[src/rtl/wb_write_arbiter.sv]
// Writeback arbiter: merges ALU results and FIFO-buffered load responses onto one regfile write port.
// Latency: selected write is registered onto wb_* one cycle after selection.
// Backpressure: ld_ready = !full from registered occupancy; alu_stall when loads have starved STARVE_MAX cycles.
// Optional feature: define WB_SCOREBOARD_EN to add the pend_mask output (registers with pending loads).
module wb_write_arbiter #(
  parameter int DEPTH      = 4,
  parameter int STARVE_MAX = 3
) (
  input  logic                         clk,
  input  logic                         rstn,
  input  logic                         alu_valid,
  input  logic [4:0]                   alu_rd,
  input  logic [31:0]                  alu_data,
  output logic                         alu_stall,
  input  logic                         ld_valid,
  output logic                         ld_ready,
  input  logic [4:0]                   ld_rd,
  input  logic [31:0]                  ld_data,
  output logic                         wb_en,
  output logic [4:0]                   wb_addr,
  output logic [31:0]                  wb_data,
`ifdef WB_SCOREBOARD_EN
  output logic [31:0]                  pend_mask,
`endif
  output logic [$clog2(DEPTH+1)-1:0]   ld_count
);

  localparam int PW = $clog2(DEPTH);
  localparam int CW = $clog2(DEPTH+1);
  localparam int SW = (STARVE_MAX > 0) ? $clog2(STARVE_MAX+1) : 1;

  // Load FIFO storage (not reset: validity is tracked by the occupancy count)
  logic [4:0]    rd_mem_q  [DEPTH];
  logic [31:0]   dat_mem_q [DEPTH];

  logic [PW-1:0] wptr_q, wptr_d;
  logic [PW-1:0] rptr_q, rptr_d;
  logic [CW-1:0] cnt_q, cnt_d;
  logic [SW-1:0] starve_q, starve_d;

  logic          wb_en_q, wb_en_d;
  logic [4:0]    wb_addr_q, wb_addr_d;
  logic [31:0]   wb_data_q, wb_data_d;

  logic          empty, full, starved;
  logic          push, pop, alu_win;

  // Arbitration, FIFO pointer/occupancy and starvation next-state
  always_comb begin
    empty     = (cnt_q == '0);
    full      = (cnt_q == CW'(DEPTH));
    starved   = (starve_q == SW'(STARVE_MAX)) && !empty;
    // Ready depends only on registered occupancy, so a pop never frees a slot in the same cycle.
    ld_ready  = rstn && !full;
    // Loads to r0 are handshaken but never stored.
    push      = ld_valid && ld_ready && (ld_rd != 5'd0);
    alu_stall = alu_valid && starved;

    pop       = 1'b0;
    alu_win   = 1'b0;
    wb_en_d   = 1'b0;
    wb_addr_d = wb_addr_q;
    wb_data_d = wb_data_q;

    if (starved) begin
      pop = 1'b1;
    end else if (alu_valid && (alu_rd != 5'd0)) begin
      alu_win = 1'b1;
    end else if (!empty) begin
      pop = 1'b1;
    end

    if (pop) begin
      wb_en_d   = 1'b1;
      wb_addr_d = rd_mem_q[rptr_q];
      wb_data_d = dat_mem_q[rptr_q];
    end else if (alu_win) begin
      wb_en_d   = 1'b1;
      wb_addr_d = alu_rd;
      wb_data_d = alu_data;
    end

    // DEPTH is a power of two, so pointers wrap naturally.
    wptr_d = push ? (wptr_q + PW'(1)) : wptr_q;
    rptr_d = pop  ? (rptr_q + PW'(1)) : rptr_q;

    case ({push, pop})
      2'b10:   cnt_d = cnt_q + CW'(1);
      2'b01:   cnt_d = cnt_q - CW'(1);
      default: cnt_d = cnt_q;
    endcase

    // Only ALU wins over a waiting load count towards starvation.
    if (pop || empty) begin
      starve_d = '0;
    end else if (alu_win && (starve_q != SW'(STARVE_MAX))) begin
      starve_d = starve_q + SW'(1);
    end else begin
      starve_d = starve_q;
    end
  end

  // Control and output registers with synchronous reset
  always_ff @(posedge clk) begin
    if (!rstn) begin
      wptr_q    <= '0;
      rptr_q    <= '0;
      cnt_q     <= '0;
      starve_q  <= '0;
      wb_en_q   <= 1'b0;
      wb_addr_q <= 5'd0;
      wb_data_q <= 32'd0;
    end else begin
      wptr_q    <= wptr_d;
      rptr_q    <= rptr_d;
      cnt_q     <= cnt_d;
      starve_q  <= starve_d;
      wb_en_q   <= wb_en_d;
      wb_addr_q <= wb_addr_d;
      wb_data_q <= wb_data_d;
    end
  end

  // FIFO entry write on accepted non-r0 load
  always_ff @(posedge clk) begin
    if (push) begin
      rd_mem_q[wptr_q]  <= ld_rd;
      dat_mem_q[wptr_q] <= ld_data;
    end
  end

`ifdef WB_SCOREBOARD_EN
  logic [PW-1:0] sb_off;

  // Mark every register targeted by a live FIFO entry; r0 is never pending
  always_comb begin
    pend_mask = '0;
    sb_off    = '0;
    for (int i = 0; i < DEPTH; i++) begin
      sb_off = PW'(i) - rptr_q;
      if (CW'(sb_off) < cnt_q) begin
        pend_mask[rd_mem_q[i]] = 1'b1;
      end
    end
    pend_mask[0] = 1'b0;
  end
`endif

  assign wb_en    = wb_en_q;
  assign wb_addr  = wb_addr_q;
  assign wb_data  = wb_data_q;
  assign ld_count = cnt_q;

endmodule

[config.mk]
export PLATFORM = sky130hd
export DESIGN_NAME = wb_write_arbiter
export DESIGN_NICKNAME = d
export VERILOG_FILES = /design/src/rtl/wb_write_arbiter.sv
export SDC_FILE = /design/constraint.sdc
export NUM_CORES = 1
export LEC_CHECK = 0
export CAP_MARGIN = 20
export CORE_ASPECT_RATIO = 1.1
export CORE_MARGIN = 3
export CORE_UTILIZATION = 57
export DETAILED_ROUTE_END_ITERATION = 16
export PLACE_DENSITY_LB_ADDON = 0.25
export SETUP_SLACK_MARGIN = 0.02
export SLEW_MARGIN = 20
export SYNTH_ARGS = -nofsm -noshare
export SYNTH_HDL_FRONTEND = slang
export SYNTH_SLANG_ARGS = --single-unit
[constraint.sdc]
create_clock -name clk -period 5.7 [get_ports clk]
set_input_delay 1.14 -clock clk [delete_from_list [all_inputs] [get_ports clk]]
set_output_delay 1.14 -clock clk [all_outputs]
set_load 0.01 [all_outputs]
* Yosys cells after proc, flatten, opt, wreduce, memory -nomap -nowiden
Memory sizes are Yosys's and may differ from the RTL's. A register that Yosys moved wholly into a read port is not among the register bits.
Cells that the tools add are included.
** Word-level totals
- Register bits :: 47
- RAM bits :: 148
- Logic and storage cells :: 54
- Memories kept :: 2
** Cells by class
- Add/sub/neg operators :: 5
- Eq/ne operators :: 5
- Mux-type cells :: 18
- Bitwise operators :: 1
- Reduce and logical (&&, ||, !) cells :: 16
** Memory list
- dat_mem_q :: words 4, width 32, rd ports 1, clocked after memory_dff 1, write ports 1, line 34 : logic [31:0] dat_mem_q [DEPTH];
- rd_mem_q :: words 4, width 5, rd ports 1, clocked after memory_dff 1, write ports 1, line 33 : logic [4:0] rd_mem_q [DEPTH];
** Operator list (number)
- 32-bit two-way mux :: 2
- 5-bit two-way mux :: 2
- 5-bit nonzero test :: 2
- 1-bit two-way mux :: 9
- 2-bit two-way mux :: 4
- 1-bit logical AND :: 7
- 2-bit by 1-bit adder with 2-bit output (second input constant) :: 3
- 3-bit one-hot mux with 2 select lines :: 1
- 2-bit == test (second input constant) :: 2
- 2-bit nonzero test :: 2
- 3-bit by 1-bit adder with 3-bit output (second input constant) :: 1
- 3-bit == test (second input constant) :: 1
- 3-bit zero test :: 1
- 3-bit by 1-bit subtractor with 3-bit output (second input constant) :: 1
- 2-bit by 1-bit == test with 1-bit output (second input constant) :: 1
- 1-bit zero test :: 2
- 2-bit != test (second input constant) :: 1
- 2-bit OR reduction :: 1
- 1-bit logical OR :: 1
- 1-bit NOT :: 1

* Logic depth before layout (Yosys ltp)
Gate-level depths: netlist of run 1.
- Depth after elaboration :: 7
- Depth in mapped cells :: 9
- Gate-level depth less buffers :: 9

* Least setup slack after synthesis of run 1
Ideal clock, no wire load.
- Path kind :: in2reg
- Start point :: in rstn
- End point :: mem dat_mem_q[0][0] (enable)
- Setup time :: 0.398 ns
- Data arrival time :: 2.763 ns
- Data required time :: 5.302 ns
- Path slack :: 2.539 ns
- Cell stages on the path :: 4
- Path buffers :: 0
- Path through :: inv_1 a21oi_1 o311a_1 and2_1
** Between the ends
- Longest elaborated chain between the ends :: 5
** Ends and longest elaborated chain
- start: declaration :: line 10 : input logic rstn,
- 1-bit logical AND :: line 54 : ld_ready = rstn && !full;
- net ld_ready :: line 16 : output logic ld_ready,
- 1-bit logical AND (2 in a row) :: line 56 : push = ld_valid && ld_ready && (ld_rd != 5'd0);
- 1-bit two-way mux :: line 126 : if (push) begin
- 1-bit two-way mux (implied by the code) :: line 128 : dat_mem_q[wptr_q] <= ld_data;
- end: declaration :: line 34
The timed path passes the listed nets, and every way through them passes these cells.

* Worst setup path in the final report of run 1
- Start point :: in rstn
- End point :: out ld_ready
** Between the ends
- Longest elaborated chain between the ends :: 1
** Ends and longest elaborated chain (line)
- 1-bit logical AND :: 54
- end: declaration :: 16
Every way passes these cells.

==> metrics.md, run 1 <==
| Metric | Value |
|---|---|
| DRC | `0` |
| Worst Path Buf+Inv | `3` |
| Final WL | `15620 um` |
| Clk buf depth | `2` |
| Wire per inst | `20.82 um` |
| Max cap viols | `0` |
| DRT iter0 DRCs | `322` |
| Sequential Area | `0.005428 mm^2` |
| Avg Inst Size Synth | `16.10 um^2` |
| Worst-path fanout max | `43` |
| Largest area contributor in the netlist | `edfxtp_1` |
| Multi-input gate area | `0.001891 mm^2` |
| Core region area | `0.01275 mm^2` |
| CP required | `4.56 ns` |
| Via Count | `4452` |
| Synth Cell Area | `0.007505 mm^2` |
| Antenna cells | `0` |
| Drt pass-1 iters | `5` |
| Power Total | `3934 uW` |
| Endpoint class of the critical path | `output port` |
| Slew Limit Fails | `0` |
| Leakage | `0.003064 uW` |
| Final hold vios | `0` |
| Sequential fraction of the synthesis area | `72.29%` |
| Initial Util | `58.86%` |
| Total CTS buffers | `17` |
| Setup violators final | `0` |
| Ys Warns | `0` |
| All-Layer GR Usage | `22.20%` |
| Synth top area share | `59.22%` |
| IO Port Bufs | `120` |
| FILL cells | `807` |
| Sequential Power Share | `45.8%` |
| Power share of the clock group | `30.2%` |
| CP max-delay cell | `buf_2` |
| Switch Pwr | `1121 uW` |
| Die width | `115.4 um` |
| HP Class | `reg2reg` |
| Vias in the first global route | `4640` |
| Gpl congestion | `0.7697` |
| Slew of the pin with the lowest slew margin | `1.030 ns` |
| Max Clock Freq | `243.6 MHz` |
| CTS root buffer | `clkbuf_16` |
| Detail Route Antenna Nets | `0` |
| Data arrival time of the critical path | `2.97 ns` |
| Max VDD drop | `0.0002616 V` |
| Mapped Cells | `466` |
| Core Rows | `43` |
| WP depth | `4` |
| Fin crit share | `72.03%` |
| Crit-path cells | `buf_2 > inv_1 > a21oi_1 > clkdlybuf4s50_1` |
| Chip Height | `126.3 um` |
| Layout Skew | `0.009589 ns` |
| I/O pin total | `121` |
| H-Tree Depth | `4` |
| Sw Ratio | `28.49%` |
| Worst-skew pair later-pin latency | `0.42 ns` |
| Die Area | `0.01458 mm^2` |
| CTS tree | `yes` |
| Family with the most delay on the worst path | `buffers and inverters` |
| Final net count | `665` |
| Slew HR | `31.30%` |
| Max incr delay on CP | `0.61 ns` |
| CTS sink cnt | `197` |
| Status | `completed` |
| RSZ-0062 raised after global routing | `no` |
| Post-DP HPWL | `8898 um` |
| Tmin final | `4.106 ns` |
| Cts repair resizes | `0` |
| Pwr per Cell Area | `420.7 mW/mm^2` |
| Global-route wire length before repair | `24370 um` |
| Pin count of the biggest net entering global routing | `44` |
| Syn nets | `551` |
| CTS Hold Bufs | `0` |
| P&R area growth vs syn | `24.59%` |
| Reg2reg setup slack | `3.08 ns` |
| Setup TNS | `0 ns` |
| R2r worst-path depth | `9` |
| Clock edge transition at the registers on the reported setup and hold paths | `0.06 ns` |
| Initial antenna violation count | `0` |
| Synth area leaders | `edfxtp_1 (59%), dfxtp_1 (13%), mux4_2 (11%)` |
| Total grt overflow | `0` |
| Crit path kind | `in2out` |
| Power Internal | `2813 uW` |
| Hold path depth | `1` |
| Crit start category | `input port` |
| Share of layout cells above drive strength 1 | `13.15%` |
| Combinational share of power | `24.0%` |
| Synth unique cells | `31` |
| Via/cell ratio | `5.936` |
| Synthesis-stage register bit count | `197` |
| Post-CTS setup buffer count | `0` |
path summary, 6_finish.rpt:
path	to	from
max	ld_ready	rstn
min	starve_q[0]	starve_q[0]
max reg2reg	ld_count[2]	ld_count[0]
min reg2reg	starve_q[0]	starve_q[0]
per-layer routing:
metal / up-vias / GRT usage [%] / wire length (um)
li1: 2031 / - / -
met1: 2219 / 28.92 / 6228
met2: 180 / 37.26 / 8126
met3: 22 / 4.866 / 1019
met4: 0 / 7.459 / 241
met5: - / 0 / 0
logic make-up after synthesis:
family | synth area share (%)
xor gates and xnor gates | 0.2335
and+or+nand+nor | 5.402
DFF | 72.29
AOI/OAI and AO/OA | 6.636
muxes | 11.50
adders and majority gates | 1.267
buffers and inverters | 2.668
area by class of cell:
cell class                 instances  area share, %
clock buffer                      20          4.670
multi-input combinational        234          20.22
clock inverter                    12          1.646
timing repair buffer             123          13.03
tap                              157          2.101
inverter                           7         0.2810
sequential                       197          58.05
per-stage QoR:
step / std cells / area (um^2) / setup slack (ns) / util, % / hold WS (ns)
detailed placement: 718 / 8760 / 1.539 / 68.70 / 0.4219
global route: 750 / 9350 / 1.444 / 73.33 / 0.4579
CTS: 750 / 9350 / 1.535 / 73.33 / 0.4311
floorplan: 466 / 7505 / 2.539 / - / 0.3986
global placement: 718 / 8760 / 1.655 / 68.70 / 0.4075
finish: 750 / 9350 / 1.594 / 73.33 / 0.4349
cell usage in the layout, fill, tap and decap left out, types with 2 or more instances in the layout:
cell type,netlist,routed
bufinv_16,0,3
edfxtp_1,148,148
ha_1,6,6
clkinv_4,0,3
buf_4,1,3
clkdlybuf4s50_1,0,119
nor2_1,8,8
o21ai_0,7,7
or3_1,4,4
mux2i_1,3,3
dfxtp_2,0,2
a21oi_1,7,7
inv_1,7,7
a31oi_1,36,36
clkinv_2,0,2
dfxtp_1,49,47
nand3_1,2,2
clkbuf_1,12,3
o21ai_1,33,33
clkbuf_16,0,17
mux4_2,37,37
and2_2,0,4
clkinvlp_4,0,2
nand2_1,76,76
synthesized netlist by cell type:
master / instances
buf_2: 3
or3_1: 4
nor2_1: 8
dfxtp_1: 49
buf_6: 8
xnor2_1: 1
a221o_1: 1
o21ai_1: 33
edfxtp_1: 148
nand3_1: 2
and2_1: 4
mux2i_1: 3
o311a_1: 1
inv_1: 7
buf_1: 3
clkbuf_1: 12
buf_4: 1
o21ai_0: 7
fa_1: 1
a21oi_1: 7
nand2_1: 76
mux4_2: 37
xor2_1: 1
clkbuf_2: 1
a32o_1: 1
a211oi_1: 1
ha_1: 6
or3_4: 1
a31oi_1: 36
nor3_1: 2
nand4b_1: 1
worst register-to-register path, cell delays in order, from the launching register on:
cell and delay [ns]:
dfxtp_1 0.48, nor2_1 0.10, a21oi_1 0.23, o311a_1 0.37, inv_1 0.10, ha_1 0.26, fa_1 0.40, xnor2_1 0.17
or3_1 0.32, a21oi_1 0.13
power by group through the flow:
stage	clock network, uW	registers (uW)	logic [uW]
after global routing	1260	1820	1030
after CTS	1200	1800	952
after floorplan	0	1800	601
after detailed placement	0	1830	936
after global placement	0	1820	909
final	1190	1800	945
sequential cells by signal (all words and copies together) (netlist names), named ones only:
name       count
dat_mem_q    128
ld_count       3
rd_mem_q      20
rptr_q         2
starve_q       2
wb_addr        5
wb_data       32
wb_en          1
wptr_q         2
Note: power is estimated with default switching activity, not from simulation.
==> inputs of run 2 (changes only) <==
- CORE_UTILIZATION: 57 -> 48
- clock period: 5.7 -> 3.4 ns (I/O delays scaled with it)
==> run 2 against run 1 <==
  * Wire length increased by 0.29%
  * Sequential cell count unchanged
  * Via count is 0.92% lower
  * Clock power up 61%
  * Power grew 67%
  * Hold slack improved by 0.0048 ns
  * Sequential share of layout area fell by 0.45 points
  * Design area grew 0.78%
==> metrics.md, run 2 (same netlist as run 1, synthesis figures left out) <==
| Metric | Value |
|---|---|
| Multi-input gate area | `0.001891 mm^2 (unchanged)` |
| Gpl congestion | `0.7446 (-3.3%)` |
| Final WL | `15660 um (+0.29%)` |
| RSZ-0062 raised after global routing | `no` |
| R2r worst-path depth | `9 (unchanged)` |
| Worst-path fanout max | `5 (-88%)` |
| Detail Route Antenna Nets | `0 (unchanged)` |
| Core region area | `0.01517 mm^2 (+19%)` |
| IO Port Bufs | `120 (unchanged)` |
| CTS sink cnt | `197 (unchanged)` |
| CP max-delay cell | `clkdlybuf4s50_1` |
| Status | `completed` |
| HP Class | `reg2reg` |
| Share of layout cells above drive strength 1 | `14.38% (+1.2 points)` |
| Die width | `125.2 um (+8.5%)` |
| Leakage | `0.003088 uW (+0.78%)` |
| I/O pin total | `121 (unchanged)` |
| FILL cells | `1142 (+42%)` |
| H-Tree Depth | `4 (unchanged)` |
| Total grt overflow | `0 (unchanged)` |
| CTS root buffer | `clkbuf_16` |
| CTS Hold Bufs | `0 (unchanged)` |
| Crit path kind | `in2reg` |
| CP required | `3.75 ns (-0.81 ns)` |
| Worst Path Buf+Inv | `1 (-2)` |
| Post-CTS setup buffer count | `0 (unchanged)` |
| CTS tree | `yes` |
| Vias in the first global route | `4692 (+1.1%)` |
| Max Clock Freq | `362.4 MHz` |
| Via/cell ratio | `5.555 (-6.4%)` |
| Clk buf depth | `2 (unchanged)` |
| WP depth | `9 (+5)` |
| Layout Skew | `0.006023 ns (-0.003566 ns)` |
| Core Rows | `47 (+9.3%)` |
| Die Area | `0.01717 mm^2 (+18%)` |
| All-Layer GR Usage | `19.27% (-2.9 points)` |
| Most frequent cells in the layout | `edfxtp_1 (148), clkdlybuf4s50_1 (119), nand2_1 (76), dfxtp_1 (47), mux4_2 (37)` |
| Worst-skew pair later-pin latency | `0.42 ns (about the same)` |
| Data arrival time of the critical path | `3.11 ns (+0.14 ns)` |
| Max cap viols | `0 (unchanged)` |
| Slew of the pin with the lowest slew margin | `1.029 ns (-0.001493 ns)` |
| Clock edge transition at the registers on the reported setup and hold paths | `0.06 ns (about the same)` |
| Endpoint class of the critical path | `flop` |
| Sequential Area | `0.005428 mm^2 (unchanged)` |
| DRC | `0 (unchanged)` |
| Largest register FFs | `128 (unchanged)` |
| Final net count | `670 (+0.75%)` |
| Setup TNS | `0 ns (unchanged)` |
| Max incr delay on CP | `0.50 ns (-0.11 ns)` |
| Fin crit share | `81.15%` |
| Drt pass-1 iters | `5 (unchanged)` |
| Initial antenna violation count | `0 (unchanged)` |
| Setup violators final | `0 (unchanged)` |
| DRT iter0 DRCs | `426 (+32%)` |
| Total CTS buffers | `17 (unchanged)` |
| Non-Filler Instances | `794 (+5.9%)` |
| Max VDD drop | `0.0004066 V (+55%)` |
| Pwr per Cell Area | `695.6 mW/mm^2 (+65%)` |
| Commonest non-fill, non-tap cell in the layout | `edfxtp_1` |
| Initial Util | `49.46% (-9.4 points)` |
| Antenna cells | `0 (unchanged)` |
| Crit-path cells | `clkdlybuf4s50_1 > nor3_1 > a211oi_1 > nor2_1 > ha_1 > fa_1 > xnor2_1 > or3_1 > a21oi_1` |
| Global-route wire length before repair | `25050 um (+2.8%)` |
| Placed Instances | `762 (+6.1%)` |
| Pin count of the biggest net entering global routing | `45 (+2.3%)` |
| Cts repair resizes | `0 (unchanged)` |
| Slew Limit Fails | `0 (unchanged)` |
| Post-DP HPWL | `9702 um (+9.0%)` |
| Top reg by flops | `dat_mem_q` |
| Tmin final | `2.759 ns` |
| Final hold vios | `0 (unchanged)` |
| Hold path depth | `1 (unchanged)` |
| Wire per inst | `19.72 um (-5.3%)` |
| Slew HR | `31.40% (+0.10 points)` |
| Family with the most delay on the worst path | `adder cells` |
| Chip Height | `137.1 um (+8.5%)` |
| Via Count | `4411 (-0.92%)` |
| Crit start category | `input port` |
| P&R area growth vs syn | `25.56%` |
-- run 2: area by class of cell --
type                            instances  area share (%)
Clock buffer                           17           4.515
Clock inverter                         15           1.474
Inverter                                7          0.2788
Multi-Input combinational cell        234           20.06
Sequential cell                       197           57.60
Tap cell                              196           2.603
Timing Repair Buffer                  128           13.46
-- run 2: per-layer routing --
| layer | GRT usage (%) | vias to the layer above | routed length, um |
|---|---|---|---|
| li1 | - | 2038 | - |
| met1 | 24.30 | 2190 | 6667 |
| met2 | 32.49 | 160 | 7814 |
| met3 | 4.840 | 23 | 907 |
| met4 | 7.470 | 0 | 272 |
| met5 | 0 | - | 0 |
-- run 2: where the power goes --
part | internal (uW) | total (uW) | switching [uW]
sequential | 2830 | 3020 | 197
clock | 1070 | 1920 | 843
combinational | 754 | 1610 | 860
total | 4650 | 6550 | 1900
-- run 2: path summary, 6_finish.rpt --
check	startpoint	to	slack (ns)
worst max register to register	ld_count[0]	ld_count[2]	0.81
worst max-delay path	alu_rd[4]	ld_count[2]	0.64
worst min register to register	starve_q[0]	starve_q[0]	0.44
worst min-delay path	starve_q[0]	starve_q[0]	0.44
-- run 2: through the flow --
stage / total power (uW) / util [%] / hold WS [ns] / setup WS, ns / cell area (um^2)
after floorplan: 4024 / - / 0.3986 / 0.6995 / 7505
after global placement: 4665 / 58.39 / 0.4052 / 0.3302 / 8859
after detailed placement: 4709 / 58.39 / 0.4392 / 0.2351 / 8859
after CTS: 6618 / 62.11 / 0.4485 / 0.6702 / 9423
after global routing: 6883 / 62.11 / 0.4782 / 0.5271 / 9423
final: 6555 / 62.11 / 0.4398 / 0.6407 / 9423
